[src/rtl/cu_sequencer.sv]
// Multi-cycle control sequencer for a Cortex-M0 style core.
// Runs the reset-vector load (SP then PC), then loops FETCH/DECODE/EXEC/MEM.
// Each memory phase has a bounded wait; if it runs out, the block enters a
// sticky FAULT state.
//
// Ports:
//   clk, rst_n              core clock (posedge), async active-low reset
//   start_i                 leave IDLE (vector load) or leave HALT
//   halt_req_i              halt request, sampled on the first FETCH cycle
//   mem_ready_i             memory completes the current read/write
//   dec_*_i                 decoder fields, latched during DECODE
//   cu_rd_mem_o/cu_wr_mem_o memory read/write requests
//   cu_decode_o             decode strobe
//   ld_*_o                  register / PSR / PRIMASK load strobes
//   fault_o                 sticky bus-timeout fault
//   state_o                 current state encoding
//   cycle_count_o           active cycles (saturating)
//   instr_count_o           retired instructions (wrapping)
//
// The strobes ld_sp_o and ld_pc_o (vector phase) fire in the cycle in which
// mem_ready_i completes the read. They are therefore qualified by that input.
// cu_rd_mem_o on the first FETCH cycle is qualified by halt_req_i. All other
// outputs are decodes of registered state.
module cu_sequencer #(
  parameter int unsigned EXW          = 3,
  parameter int unsigned CNT_W        = 16,
  parameter int unsigned WAIT_TIMEOUT = 15
) (
  input  logic             clk,
  input  logic             rst_n,
  input  logic             start_i,
  input  logic             halt_req_i,
  input  logic             mem_ready_i,
  input  logic [EXW-1:0]   dec_exec_cycles_i,
  input  logic             dec_wr_rd_i,
  input  logic             dec_wr_apsr_i,
  input  logic             dec_branch_i,
  input  logic             dec_link_i,
  input  logic             dec_set_primask_i,
  input  logic             dec_mem_wr_i,
  output logic             cu_rd_mem_o,
  output logic             cu_wr_mem_o,
  output logic             cu_decode_o,
  output logic             ld_sp_o,
  output logic             ld_lr_o,
  output logic             ld_pc_o,
  output logic             ld_rd_o,
  output logic             ld_apsr_o,
  output logic             ld_ipsr_o,
  output logic             ld_primask_o,
  output logic             fault_o,
  output logic [3:0]       state_o,
  output logic [CNT_W-1:0] cycle_count_o,
  output logic [CNT_W-1:0] instr_count_o
);

  // wait_q never exceeds WAIT_TIMEOUT-1 because the limit cycle always leaves the state
  localparam int unsigned WAIT_W = (WAIT_TIMEOUT < 2) ? 1 : $clog2(WAIT_TIMEOUT);

  localparam logic [3:0] S_IDLE   = 4'd0;
  localparam logic [3:0] S_VEC_SP = 4'd1;
  localparam logic [3:0] S_VEC_PC = 4'd2;
  localparam logic [3:0] S_FETCH  = 4'd3;
  localparam logic [3:0] S_DECODE = 4'd4;
  localparam logic [3:0] S_EXEC   = 4'd5;
  localparam logic [3:0] S_MEM    = 4'd6;
  localparam logic [3:0] S_HALT   = 4'd7;
  localparam logic [3:0] S_FAULT  = 4'd8;

  logic [3:0]        state_q, state_d;
  logic              entry_q, entry_d;
  logic [WAIT_W-1:0] wait_q, wait_d;
  logic [EXW-1:0]    exec_q, exec_d;
  logic              wr_rd_q, wr_apsr_q, branch_q, link_q, primask_q, mem_wr_q;
  logic              wr_rd_d, wr_apsr_d, branch_d, link_d, primask_d, mem_wr_d;
  logic [CNT_W-1:0]  cyc_q, cyc_d, ins_q, ins_d;

  logic halt_now, mem_wait, timeout, exec_last, active, retire;

  // Shared qualifiers
  assign halt_now  = (state_q == S_FETCH) && entry_q && halt_req_i;
  assign mem_wait  = (state_q == S_VEC_SP) || (state_q == S_VEC_PC) || (state_q == S_MEM) ||
                     ((state_q == S_FETCH) && !halt_now);
  assign timeout   = mem_wait && !mem_ready_i && (wait_q == WAIT_W'(WAIT_TIMEOUT - 1));
  assign exec_last = (state_q == S_EXEC) && (exec_q == EXW'(1));
  assign active    = (state_q != S_IDLE) && (state_q != S_HALT) && (state_q != S_FAULT);
  assign retire    = (state_d == S_FETCH) && ((state_q == S_EXEC) || (state_q == S_MEM));

  // State register
  always_ff @(posedge clk or negedge rst_n) begin
    if (!rst_n) begin
      state_q <= S_IDLE;
      entry_q <= 1'b0;
    end else begin
      state_q <= state_d;
      entry_q <= entry_d;
    end
  end

  // Next-state logic; completion takes priority over the timeout
  always_comb begin
    state_d = state_q;
    case (state_q)
      S_IDLE:   if (start_i) state_d = S_VEC_SP;
      S_VEC_SP: if (mem_ready_i) state_d = S_VEC_PC;
                else if (timeout) state_d = S_FAULT;
      S_VEC_PC: if (mem_ready_i) state_d = S_FETCH;
                else if (timeout) state_d = S_FAULT;
      S_FETCH:  if (halt_now) state_d = S_HALT;
                else if (mem_ready_i) state_d = S_DECODE;
                else if (timeout) state_d = S_FAULT;
      S_DECODE: state_d = S_EXEC;
      S_EXEC:   if (exec_last) state_d = mem_wr_q ? S_MEM : S_FETCH;
      S_MEM:    if (mem_ready_i) state_d = S_FETCH;
                else if (timeout) state_d = S_FAULT;
      S_HALT:   if (start_i) state_d = S_FETCH;
      S_FAULT:  state_d = S_FAULT;
      default:  state_d = S_FAULT;
    endcase
    entry_d = (state_d != state_q);
  end

  // Output decode
  always_comb begin
    cu_rd_mem_o  = 1'b0;
    cu_wr_mem_o  = 1'b0;
    cu_decode_o  = 1'b0;
    ld_sp_o      = 1'b0;
    ld_lr_o      = 1'b0;
    ld_pc_o      = 1'b0;
    ld_rd_o      = 1'b0;
    ld_apsr_o    = 1'b0;
    ld_ipsr_o    = 1'b0;
    ld_primask_o = 1'b0;
    fault_o      = 1'b0;
    case (state_q)
      S_VEC_SP: begin
        cu_rd_mem_o = 1'b1;
        ld_sp_o     = mem_ready_i;
      end
      S_VEC_PC: begin
        cu_rd_mem_o = 1'b1;
        ld_pc_o     = mem_ready_i;
      end
      S_FETCH:  cu_rd_mem_o = !halt_now;
      S_DECODE: cu_decode_o = 1'b1;
      S_EXEC: begin
        ld_rd_o      = exec_last && wr_rd_q;
        ld_apsr_o    = exec_last && wr_apsr_q;
        ld_primask_o = exec_last && primask_q;
        ld_pc_o      = exec_last && branch_q;
        ld_lr_o      = exec_last && branch_q && link_q;
      end
      S_MEM:    cu_wr_mem_o = 1'b1;
      S_FAULT: begin
        fault_o   = 1'b1;
        ld_ipsr_o = entry_q;
      end
      default: ;
    endcase
  end

  // Datapath next values: wait timer, execute counter, decode latch, counters
  always_comb begin
    wait_d    = wait_q;
    exec_d    = exec_q;
    wr_rd_d   = wr_rd_q;
    wr_apsr_d = wr_apsr_q;
    branch_d  = branch_q;
    link_d    = link_q;
    primask_d = primask_q;
    mem_wr_d  = mem_wr_q;
    cyc_d     = cyc_q;
    ins_d     = ins_q;

    if (state_d != state_q) wait_d = '0;
    else if (mem_wait && !mem_ready_i) wait_d = wait_q + WAIT_W'(1);

    if (state_q == S_DECODE) begin
      exec_d    = (dec_exec_cycles_i == '0) ? EXW'(1) : dec_exec_cycles_i;
      wr_rd_d   = dec_wr_rd_i;
      wr_apsr_d = dec_wr_apsr_i;
      branch_d  = dec_branch_i;
      link_d    = dec_link_i;
      primask_d = dec_set_primask_i;
      mem_wr_d  = dec_mem_wr_i;
    end else if ((state_q == S_EXEC) && !exec_last) begin
      exec_d = exec_q - EXW'(1);
    end

    if (active && (cyc_q != '1)) cyc_d = cyc_q + CNT_W'(1);
    if (retire) ins_d = ins_q + CNT_W'(1);
  end

  // Datapath registers
  always_ff @(posedge clk or negedge rst_n) begin
    if (!rst_n) begin
      wait_q    <= '0;
      exec_q    <= '0;
      wr_rd_q   <= 1'b0;
      wr_apsr_q <= 1'b0;
      branch_q  <= 1'b0;
      link_q    <= 1'b0;
      primask_q <= 1'b0;
      mem_wr_q  <= 1'b0;
      cyc_q     <= '0;
      ins_q     <= '0;
    end else begin
      wait_q    <= wait_d;
      exec_q    <= exec_d;
      wr_rd_q   <= wr_rd_d;
      wr_apsr_q <= wr_apsr_d;
      branch_q  <= branch_d;
      link_q    <= link_d;
      primask_q <= primask_d;
      mem_wr_q  <= mem_wr_d;
      cyc_q     <= cyc_d;
      ins_q     <= ins_d;
    end
  end

  assign state_o       = state_q;
  assign cycle_count_o = cyc_q;
  assign instr_count_o = ins_q;

endmodule

[config.mk]
export PLATFORM = sky130hd
export DESIGN_NAME = cu_sequencer
export DESIGN_NICKNAME = d
export VERILOG_FILES = /design/src/rtl/cu_sequencer.sv
export SDC_FILE = /design/constraint.sdc
export NUM_CORES = 1
export LEC_CHECK = 0
export CORE_MARGIN = 2
export CORE_UTILIZATION = 45
export DETAILED_ROUTE_END_ITERATION = 12
export GPL_ROUTABILITY_DRIVEN = 0
export PLACE_DENSITY = 0.7
export SLEW_MARGIN = 15
export SYNTH_ARGS = -nofsm -noshare
export SYNTH_HDL_FRONTEND = slang
export SYNTH_SLANG_ARGS = --single-unit
export TNS_END_PERCENT = 50
[constraint.sdc]
create_clock -name clk -period 3.5 [get_ports clk]
set_input_delay 0.35 -clock clk [delete_from_list [all_inputs] [get_ports clk]]
set_output_delay 0.35 -clock clk [all_outputs]
set_load 0.05 [all_outputs]
## After elaboration in Yosys (flattened, before gate mapping)

Index checks and enable logic that the tools add are counted.

- Equality and inequality tests: 15
- Muxes and demuxes: 26
- Reductions and logical operators: 30
- Add/sub/neg operators: 4

Operators with widths:

| operator | number |
|---|---|
| $mux W4 | 10 |
| $add A16 B1 Y16 const B | 2 |
| $pmux W4 S7 | 1 |
| $eq A4 B3 Y1 const B | 4 |
| $logic_and A1 B1 Y1 | 16 |
| $ne A16 B16 Y1 const B | 1 |
| $eq A4 B2 Y1 const B | 3 |
| $mux W3 | 4 |
| $mux W1 | 9 |
| $eq A4 B4 Y1 const B | 2 |
| $add A4 B1 Y4 const B | 1 |
| $eq A4 B1 Y1 const B | 1 |
| $logic_not A4 Y1 | 1 |
| $logic_or A1 B1 Y1 | 4 |
| $ne A4 B3 Y1 const B | 1 |
| $ne A4 B4 Y1 | 1 |
| $ne A4 B4 Y1 const B | 1 |
| $pmux W1 S2 | 2 |
| $reduce_bool A2 Y1 | 2 |
| $reduce_bool A4 Y1 | 1 |
| $reduce_or A2 Y1 | 2 |
| $eq A3 B1 Y1 const B | 1 |
| $logic_not A1 Y1 | 3 |
| $logic_not A3 Y1 | 1 |
| $sub A3 B1 Y3 const B | 1 |

- Output and inout bits: 47
- Word-level logic and storage cells: 87
- Bits of input ports: 14
- Register bits: 50

## Logic depth before layout (Yosys ltp)

Gate-level depths: netlist of the first run.

- Depth after elaboration: 14
- Mapped depth: 7
- Depth with buffers taken out: 7

## Worst setup path after synthesis of the first run

Ideal clock, no wire load.

- Path kind: register -> output
- From: register state_q[1] (netlist: state_o[1])
- To: output ld_ipsr_o
- Required time: 3.150 ns
- Path buffers: 1
- Cell stages (with the launch flop): 5
- Path slack: 0.236 ns
- Arrival: 2.914 ns
- Path through: dfrtp_1 -> buf_2 -> or2_2 -> nor3b_1 -> and2_1

- Longest elaborated chain between the ends: 2

RTL lines:

| item | RTL line | RTL |
|---|---|---|
| start, declared | 70 | `logic [3:0] state_q, state_d;` |
| start signal, assigned | 95 | `state_q <= state_d;` |
| $eq A4 B4 Y1 | 136 | `case (state_q)` |
| $mux W1 | 136 |  |
| end, declared | 49 | `output logic ld_ipsr_o,` |

No other way between the ends.

## Worst setup path after layout of the first run

- From: register state_q[2] (netlist: state_o[2])
- To: output ld_lr_o

- Longest elaborated chain between the ends: 5

RTL lines:

| item | RTL line | RTL |
|---|---|---|
| $eq A4 B3 Y1 * | 85, 136 |  |
| $logic_and A1 B1 Y1 | 85 | `assign exec_last = (state_q == S_EXEC) && (exec_q == EXW'(1));` |
| $logic_and A1 B1 Y1 (2 in a row) | 152 | `ld_lr_o = exec_last && branch_q && link_q;` |
| $mux W1 * | 136 |  |
| end, declared | 45 | `output logic ld_lr_o,` |

Every way passes the cells marked *; elsewhere a longest branch is shown, timed or not.

==> impl_metrics.csv, run 1 <==
group,metric,value,unit
outcome,status,"finished, final reports clean",
synth,synth_area,2736,µm²
worst_setup_path,endpoint_kind,"output port",
synth,synth_fp_nets,286,
route,vias,2230,
route,firstDrtPassIters,4,
place,dp_hpwl,4.500,mm
power,leakage,1.454,nW
worst_setup_path,start_kind,"flop",
grt,grt_pass1_vias,2152,
worst_setup_path,path_cells,"nand2b_1 > nor2_2 > and3_1 > clkdlybuf4s50_1",
synth,synth_area_leaders,"dfrtp_1 (46%), xnor2_1 (5.1%), mux2_2 (4.5%)",
clock_network,cts_setup_buffers,0,
grt,grt_max_degree,36,
route,final_antenna_net_count,0,
sta,finClkSkew,0.007473,ns
power,powerDensity,499.2,nW/µm²
sta,final_max_slew_viol_count,0,
grt,grt_pass1_wl,10.12,mm
power,p_sw_share,38.28,%
synth,synth_top_cell_area_share,45.72,%
die,die_h,81.98,µm
power,p_sw,0.6656,mW
clock_network,cts_buffer_depth,2,
grt,track_usage,19.35,%
sta,post-route-period-util,85.63,%
worst_setup_path,reg2reg_depth,5,
die,dieArea,6721,µm²
sta,maxSlewHeadroom,46.54,%
worst_setup_path,cp_max_fo,15,
sta,worstMarginPinSlew,0.8019,ns
route,wirelength,6.096,mm
clock_network,clk_latency,0.30,ns
sta,final.min_clock_period,2.997,ns
clock_network,cts_buffers,5,
die,start_util,46.49,%
layout,nets,348,
layout,antenna_cells,0,
worst_setup_path,cp.arrival,2.65,ns
job,drv_cap,0,
route,drc_errors,0,
clock_network,cts_tree,"built",
sta,fin_tns_setup,0,ns
grt,grt_remaining_overflow,0,
min_path,hold_path.class,"in2async",
route,wl_per_cell,15.09,µm
worst_setup_path,rr_startpoint,"state_o[2]$_DFF_PN0_",
synth,yosysWarnings,0,
synth,synth-seq-area-share,45.72,%
clock_network,cts.sinks,50,
clock_network,hold_buffers,0,
die,core,5886,µm²
worst_setup_path,cp.required,3.15,ns
route,viasPerCell,5.520,
die,ios,61,
sta,rsz0062_at_grt,"no",
sta,setup_viol,0,
synth,synth_top_area_cell,"dfrtp_1",
worst_setup_path,r2r-end,"instr_count_o[14]$_DFFE_PN0P_",
clock_network,cts-root-buf,"clkbuf_8",
clock_network,path_clk_slew,0.09,ns
route,drt-initial-drc-count,109,
synth,synthCells,266,
synth,ys_ff_latch,50,
power,comb_power_share,34.9,%
clock_network,h-tree-depth,2,
die,die_w,81.98,µm
worst_setup_path,crit_path_top_delay_cell,"clkdlybuf4s50_1",
worst_setup_path,crit_type,"reg2out",
synth,syn_avg_cell_area,10.29,µm²
clock_network,cts_resized,0,
power,p_seq_share,45.4,%
layout,area_growth,27.30,%
synth,synth_edf_count,0,
place,portBuffers,60,
synth,yosys.cell_types.count,55,
power,clock_power_share,19.8,%
worst_setup_path,slowest_delay,0.80,ns
place,preCtsSetupSlack,0.8142,ns
sta,timing.final.ws_setup,0.5030,ns
sta,finalHoldViolCount,0,
die,rows,28,
synth,ys.flop_type,"dfrtp_1",
power,intPower,1.073,mW
worst_setup_path,r2r_slack,1.09,ns
layout,drive_gt1_share,10.64,%
synth,async_flop_share,100.0,%
grt,antenna_found_initial,0,
sta,fmax,0.3337,GHz
power,ir_worst_vdd,0.5358,mV
cell families after synthesis:
group / synth area share (%)
AND/OR/NAND/NOR: 24.28
flip-flops: 45.72
AO/OA/AOI/OAI: 10.29
XOR/XNOR: 8.962
buffers and inverters: 2.743
multiplexers: 5.258
adder cells (fa/ha/maj): 2.743
sequential cells by signal, summed over array words and instances, names as in the netlist:
register,flops
cycle_count_o,16
instr_count_o,16
state_o,4
wait_q,4
exec_q,3
branch_q,1
entry_q,1
link_q,1
mem_wr_q,1
primask_q,1
wr_apsr_q,1
wr_rd_q,1
cell usage in the layout, fill, tap and decap left out, drive strengths merged, types with 4 or more instances in the layout:
cell type / netlist / routed
nor3: 10 / 10
inv: 7 / 7
clkdlybuf4s50: 0 / 59
a21oi: 6 / 6
and2: 5 / 5
xnor2: 16 / 16
clkbuf: 1 / 7
nor2b: 5 / 5
nor4: 4 / 4
nor2: 20 / 20
and3: 7 / 7
o21ai: 6 / 6
xor2: 12 / 12
nand2: 21 / 21
nand3: 21 / 21
mux2: 11 / 11
ha: 6 / 6
dfrtp: 50 / 50
nand4: 8 / 8
Yosys cell counts, drive strengths merged (6+ instances only):
library cell and instances:
nor2 20, buf 6, ha 6, and3 7, a21oi 6, inv 7, nand2 21, nor3 10
dfrtp 50, xor2 12, nand3 21, xnor2 16, mux2 11, nand4 8, o21ai 6
worst max-delay path, delay by kind of cell (launching register included):
kind | cells | cell delay [ns]
flops | 1 | 0.63
simple gates | 3 | 0.92
buf+inv | 1 | 0.80
area by class of cell:
cell class,count,area (µm²)
fillers,524,2402
multi-input cells,202,1410
flip-flops and latches,50,1251
repair buffers,62,610.6
well taps,75,93.84
clock buffers,7,86.33
inverters,7,26.28
clock inverters,1,5.005
power groups by stage:
stage | registers (mW) | logic [mW] | clock network, mW
after global placement | 0.797 | 0.599 | 0
final | 0.789 | 0.606 | 0.344
after detailed placement | 0.799 | 0.608 | 0
after global routing | 0.809 | 0.655 | 0.380
after floorplan | 0.929 | 0.271 | 0
after CTS | 0.789 | 0.610 | 0.358
metrics by stage:
| step | util [%] | total power [mW] | instances | hold slack (ns) | area, µm² |
|---|---|---|---|---|---|
| 3_3_place_gp | 57.63 | 1.395 | 396 | 0.4592 | 3392 |
| 4_1_cts | 59.18 | 1.757 | 404 | 0.1514 | 3483 |
| 3_5_place_dp | 57.63 | 1.406 | 396 | 0.4705 | 3392 |
| 2_1_floorplan | - | 1.200 | 266 | 0.05441 | 2736 |
| 5_1_grt | 59.18 | 1.845 | 404 | 0.1820 | 3483 |
| 6_report | 59.18 | 1.739 | 404 | 0.1370 | 3483 |
layer usage:
layer  wire [µm]  share of wire (%)  global-route usage (%)
met1        2827                 46                   26.43
met2        2967                 49                   31.06
met3         242                4.0                   3.846
met4          58               0.95                   6.000
met5           0                  0                       0
how the worst max path moves through the flow:
stage,endpoint,startpoint
finish,ld_lr_o,state_o[2]$_DFF_PN0_
CTS,ld_pc_o,state_o[2]$_DFF_PN0_
detailed placement,ld_pc_o,state_o[0]$_DFF_PN0_
global route,ld_pc_o,state_o[0]$_DFF_PN0_
floorplan,ld_ipsr_o,state_o[1]$_DFF_PN0_
global placement,ld_lr_o,state_o[0]$_DFF_PN0_
No activity file was read; power rests on OpenSTA's default activity.
==> run 2: changes to the inputs <==
Settings changed: CELL_PAD_IN_SITES_DETAIL_PLACEMENT set to 0, CELL_PAD_IN_SITES_GLOBAL_PLACEMENT set to 1, CORE_UTILIZATION 45 to 42, PLACE_DENSITY 0.7 to 0.82.
==> run 2 against run 1 <==
Routed wire length is 0.67% lower. Core utilization is 3.9 points lower. Sequential cell count stayed put. Clock power hardly changed.
==> impl_metrics.csv, run 2 (same netlist as run 1, synthesis figures left out) <==
group,metric,value,unit
outcome,status,"finished, final reports clean",
die,core,6314,µm²
sta,fmax,0.3310,GHz
layout,post-route-util,55.33,%
power,powerDensity,496.6,nW/µm²
worst_setup_path,path_cells,"nand2b_1 > nor2_2 > and3_1 > clkdlybuf4s50_1",
clock_network,cts_resized,0,
route,drt-initial-drc-count,82,
grt,antenna_found_initial,0,
grt,grt_pass1_wl,10.15,mm
power,p_seq_share,45.4,%
clock_network,h-tree-depth,2,
sta,fin_tns_setup,0,ns
die,die_h,84.72,µm
clock_network,cts.sinks,50,
sta,worstMarginPinSlew,0.6414,ns
layout,area_growth,27.66,%
die,rows,29,
worst_setup_path,reg2reg_depth,5,
die,dieArea,7177,µm²
power,clock_power_share,19.7,%
sta,maxSlewHeadroom,57.24,%
route,vias,2267,
grt,grt_pass1_vias,2151,
power,power.total,1.735,mW
worst_setup_path,slowest_delay,0.79,ns
power,comb_power_share,34.9,%
clock_network,cts_setup_buffers,0,
sta,final.min_clock_period,3.021,ns
power,p_sw,0.6622,mW
worst_setup_path,cp.arrival,2.67,ns
sta,timing.final.ws_setup,0.4791,ns
place,dp_hpwl,4.497,mm
worst_setup_path,start_kind,"flop",
sta,post-route-period-util,86.31,%
sta,rsz0062_at_grt,"no",
power,leakage,1.458,nW
sta,finalHoldViolCount,0,
clock_network,cts_buffers,5,
power,p_sw_share,38.17,%
layout,nets,349,
layout,final_cell_mix,"clkdlybuf4s50_1 (59), dfrtp_1 (50), nand3_1 (21), nand2_1 (21), nor2_1 (19)",
worst_setup_path,crit_type,"reg2out",
layout,final_common_cell,"clkdlybuf4s50_1",
route,viasPerCell,5.570,
worst_setup_path,cp_max_fo,15,
grt,grt_remaining_overflow,0,
clock_network,hold_buffers,0,
clock_network,cts_tree,"built",
layout,drive_gt1_share,10.91,%
clock_network,cts-root-buf,"clkbuf_8",
route,wl_per_cell,14.88,µm
place,portBuffers,60,
clock_network,clk_latency,0.29,ns
die,ios,61,
route,firstDrtPassIters,4,
worst_setup_path,crit_path_top_delay_cell,"clkdlybuf4s50_1",
worst_setup_path,r2r_slack,1.17,ns
worst_setup_path,endpoint_kind,"output port",
worst_setup_path,cp.required,3.15,ns
die,start_util,43.34,%
sta,setup_viol,0,
die,die_w,84.72,µm
grt,grt_max_degree,30,
job,drv_cap,0,
min_path,hold_path.class,"in2async",
worst_setup_path,crit_buf_inv,1,
clock_network,path_clk_slew,0.09,ns
worst_setup_path,r2r-end,"instr_count_o[14]$_DFFE_PN0P_",
route,drc_errors,0,
worst_setup_path,path_delay_family,"simple AND/OR/NAND/NOR gates",
sta,final_max_slew_viol_count,0,
power,intPower,1.073,mW
route,wirelength,6.055,mm
clock_network,cts_buffer_depth,2,
worst_setup_path,rr_startpoint,"state_o[3]$_DFF_PN0_",
sta,worst_hold_slack,0.07045,ns
power,ir_worst_vdd,0.5472,mV
layout,antenna_cells,0,
place,preCtsSetupSlack,0.7985,ns
route,final_antenna_net_count,0,
grt,track_usage,17.27,%
sta,finClkSkew,0.01098,ns
[run 2: routing by layer]
| layer | vias up | part of all wire, % | global-route usage [%] |
|---|---|---|---|
| li1 | 1093 | - | - |
| met1 | 1109 | 49 | 24.18 |
| met2 | 61 | 47 | 28.06 |
| met3 | 4 | 3.6 | 3.245 |
| met4 | 0 | 0.73 | 3.752 |
| met5 | - | 0 | 0 |
[run 2: power groups by stage]
stage               combinational [mW]  clock, mW  sequential [mW]
floorplan                        0.271          0            0.929
global placement                 0.600          0            0.796
detailed placement               0.608          0            0.796
CTS                              0.611      0.352            0.786
global route                     0.652      0.383            0.808
finish                           0.606      0.342            0.788
[run 2: worst max-delay path by stage]
stage                         startpoint         to  slack [ns]  cells after the start
floorplan           state_o[1]$_DFF_PN0_  ld_ipsr_o        0.24                      4
global placement    state_o[0]$_DFF_PN0_    ld_lr_o        0.79                      4
detailed placement  state_o[0]$_DFF_PN0_    ld_pc_o        0.80                      5
CTS                 state_o[0]$_DFF_PN0_    ld_pc_o        0.47                      5
global route        state_o[0]$_DFF_PN0_    ld_lr_o        0.33                      4
finish              state_o[3]$_DFF_PN0_    ld_lr_o        0.48                      4
[run 2: area by class of cell]
type | count | area [µm²]
fillers | 578 | 2820
multi-input cells | 202 | 1410
flip-flops and latches | 50 | 1251
repair buffers | 63 | 618.1
well taps | 77 | 96.34
clock buffers | 7 | 86.33
inverters | 7 | 26.28
clock inverters | 1 | 5.005
[run 2: metrics by stage]
stage,std cells,area [µm²]
2_1_floorplan,266,2736
3_3_place_gp,399,3402
3_5_place_dp,399,3402
4_1_cts,407,3493
5_1_grt,407,3493
6_report,407,3493
==> run 3: changes to the inputs <==
Settings changed: CELL_PAD_IN_SITES_DETAIL_PLACEMENT 0 to 1, CTS_CLUSTER_DIAMETER set to 120.
==> run 3 against run 2 <==
Maximum frequency shrank 1.1%. Clock-buffer cell count shrank 2. First-iteration DRC count shrank 43%. Cell count shrank 0.25%. Largest cell class unchanged.
==> impl_metrics.csv, run 3 (same netlist as run 1, synthesis figures left out) <==
group,metric,value,unit
power,powerDensity,495.8,nW/µm²
route,wl_per_cell,16.86,µm
die,start_util,43.34,%
layout,final_common_cell,"clkdlybuf4s50_1",
power,power.total,1.726,mW
worst_setup_path,start_kind,"flop",
place,post_dp_cell_area,3402,µm²
clock_network,h-tree-depth,2,
route,wirelength,6.845,mm
outcome,status,"finished, final reports clean",
clock_network,cts_buffers,5,
die,rows,29,
worst_setup_path,crit_type,"reg2out",
layout,nets,349,
worst_setup_path,cp.required,3.15,ns
clock_network,hold_buffers,0,
grt,grt_pass1_vias,2430,
route,drc_errors,0,
grt,grt_max_degree,30,
route,drt-initial-drc-count,47,
die,core,6314,µm²
sta,rsz0062_at_grt,"no",
grt,antenna_found_initial,0,
die,die_h,84.72,µm
clock_network,clk_latency,0.30,ns
layout,fin_area,3481,µm²
layout,final_cell_mix,"clkdlybuf4s50_1 (59), dfrtp_1 (50), nand3_1 (21), nand2_1 (21), nor2_1 (19)",
place,dp_hpwl,5.129,mm
sta,post-route-period-util,87.25,%
grt,grt_remaining_overflow,0,
sta,finClkSkew,0.008799,ns
die,die_w,84.72,µm
route,viasPerCell,5.709,
layout,final.fill_count,707,
worst_setup_path,cp.arrival,2.70,ns
job,drv_cap,0,
route,final_antenna_net_count,0,
sta,final.min_clock_period,3.054,ns
min_path,hold_path.class,"in2async",
layout,drive_gt1_share,10.94,%
sta,maxSlewHeadroom,56.70,%
power,ir_worst_vdd,0.5202,mV
route,firstDrtPassIters,4,
clock_network,cts_buffer_depth,2,
sta,fin_tns_setup,0,ns
sta,finalHoldViolCount,0,
sta,worstMarginPinSlew,0.6495,ns
place,portBuffers,60,
worst_setup_path,endpoint_kind,"output port",
layout,area_growth,27.21,%
die,dieArea,7177,µm²
sta,fmax,0.3275,GHz
clock_network,cts.sinks,50,
route,vias,2318,
layout,antenna_cells,0,
clock_network,cts_resized,0,
die,ios,61,
sta,final_max_slew_viol_count,0,
grt,grt_pass1_wl,11.76,mm
clock_network,path_clk_slew,0.09,ns
worst_setup_path,cp_max_fo,17,
power,leakage,1.454,nW
clock_network,cts-root-buf,"clkbuf_8",
clock_network,cts_tree,"built",
clock_network,cts_setup_buffers,0,
grt,track_usage,20.02,%
sta,setup_viol,0,
==> run 3: changes by cell type in the layout (fill, tap and decap cells not counted), sizes merged <==
cell / previous run / this run
clkbuf: 7 / 5
clkinv: 1 / 2
==> run 3: final timing paths <==
kind	from	end	slack, ns	cells past startpoint
min	rst_n	cycle_count_o[1]$_DFFE_PN0P_	0.07	1
min reg2reg	instr_count_o[15]$_DFFE_PN0P_	instr_count_o[15]$_DFFE_PN0P_	0.46	1
max reg2reg	state_o[2]$_DFF_PN0_	instr_count_o[14]$_DFFE_PN0P_	1.15	5
max	state_o[0]$_DFF_PN0_	ld_pc_o	0.45	5
max in group asynchronous	rst_n	cycle_count_o[3]$_DFFE_PN0P_	2.68	2
min in group clk	instr_count_o[15]$_DFFE_PN0P_	instr_count_o[15]$_DFFE_PN0P_	0.46	1
==> run 3: worst max-delay path, cell delays in order (launching register included) <==
cell	delay, ns
dfrtp_1	0.64
nand4bb_1	0.32
nor2_2	0.43
nand2_1	0.11
o21ai_0	0.08
clkdlybuf4s50_1	0.82
==> run 3: where the power goes <==
group          internal (mW)  total (mW)  switching (mW)
registers              0.675       0.795           0.119
logic                  0.238       0.612           0.374
clock network          0.135       0.319           0.184
==> run 3: final cells by class <==
cell class,instances,area [µm²],area share (%)
flip-flops and latches,50,1251,35.95
multi-input cells,202,1410,40.51
inverters,7,26.28,0.7549
clock inverters,2,10.01,0.2876
repair buffers,63,618.1,17.76
clock buffers,5,68.82,1.977
well taps,77,96.34,2.768
==> run 3: stage by stage <==
stage	utilization, %	instances	hold WS [ns]	setup slack (ns)
2_1_floorplan	-	266	0.05441	0.2355
3_3_place_gp	53.88	399	0.4169	0.7901
3_5_place_dp	53.88	399	0.4152	0.7636
4_1_cts	55.13	406	0.09437	0.4161
5_1_grt	55.13	406	0.1121	0.2597
6_report	55.13	406	0.06741	0.4462
==> run 3: layer usage <==
layer | share of wire (%) | track usage, % | vias to the layer above
li1 | - | - | 1087
met3 | 3.7 | 3.343 | 13
met4 | 2.0 | 6.926 | 0
met2 | 49 | 32.78 | 53
met1 | 45 | 26.96 | 1165
met5 | 0 | 0 | -
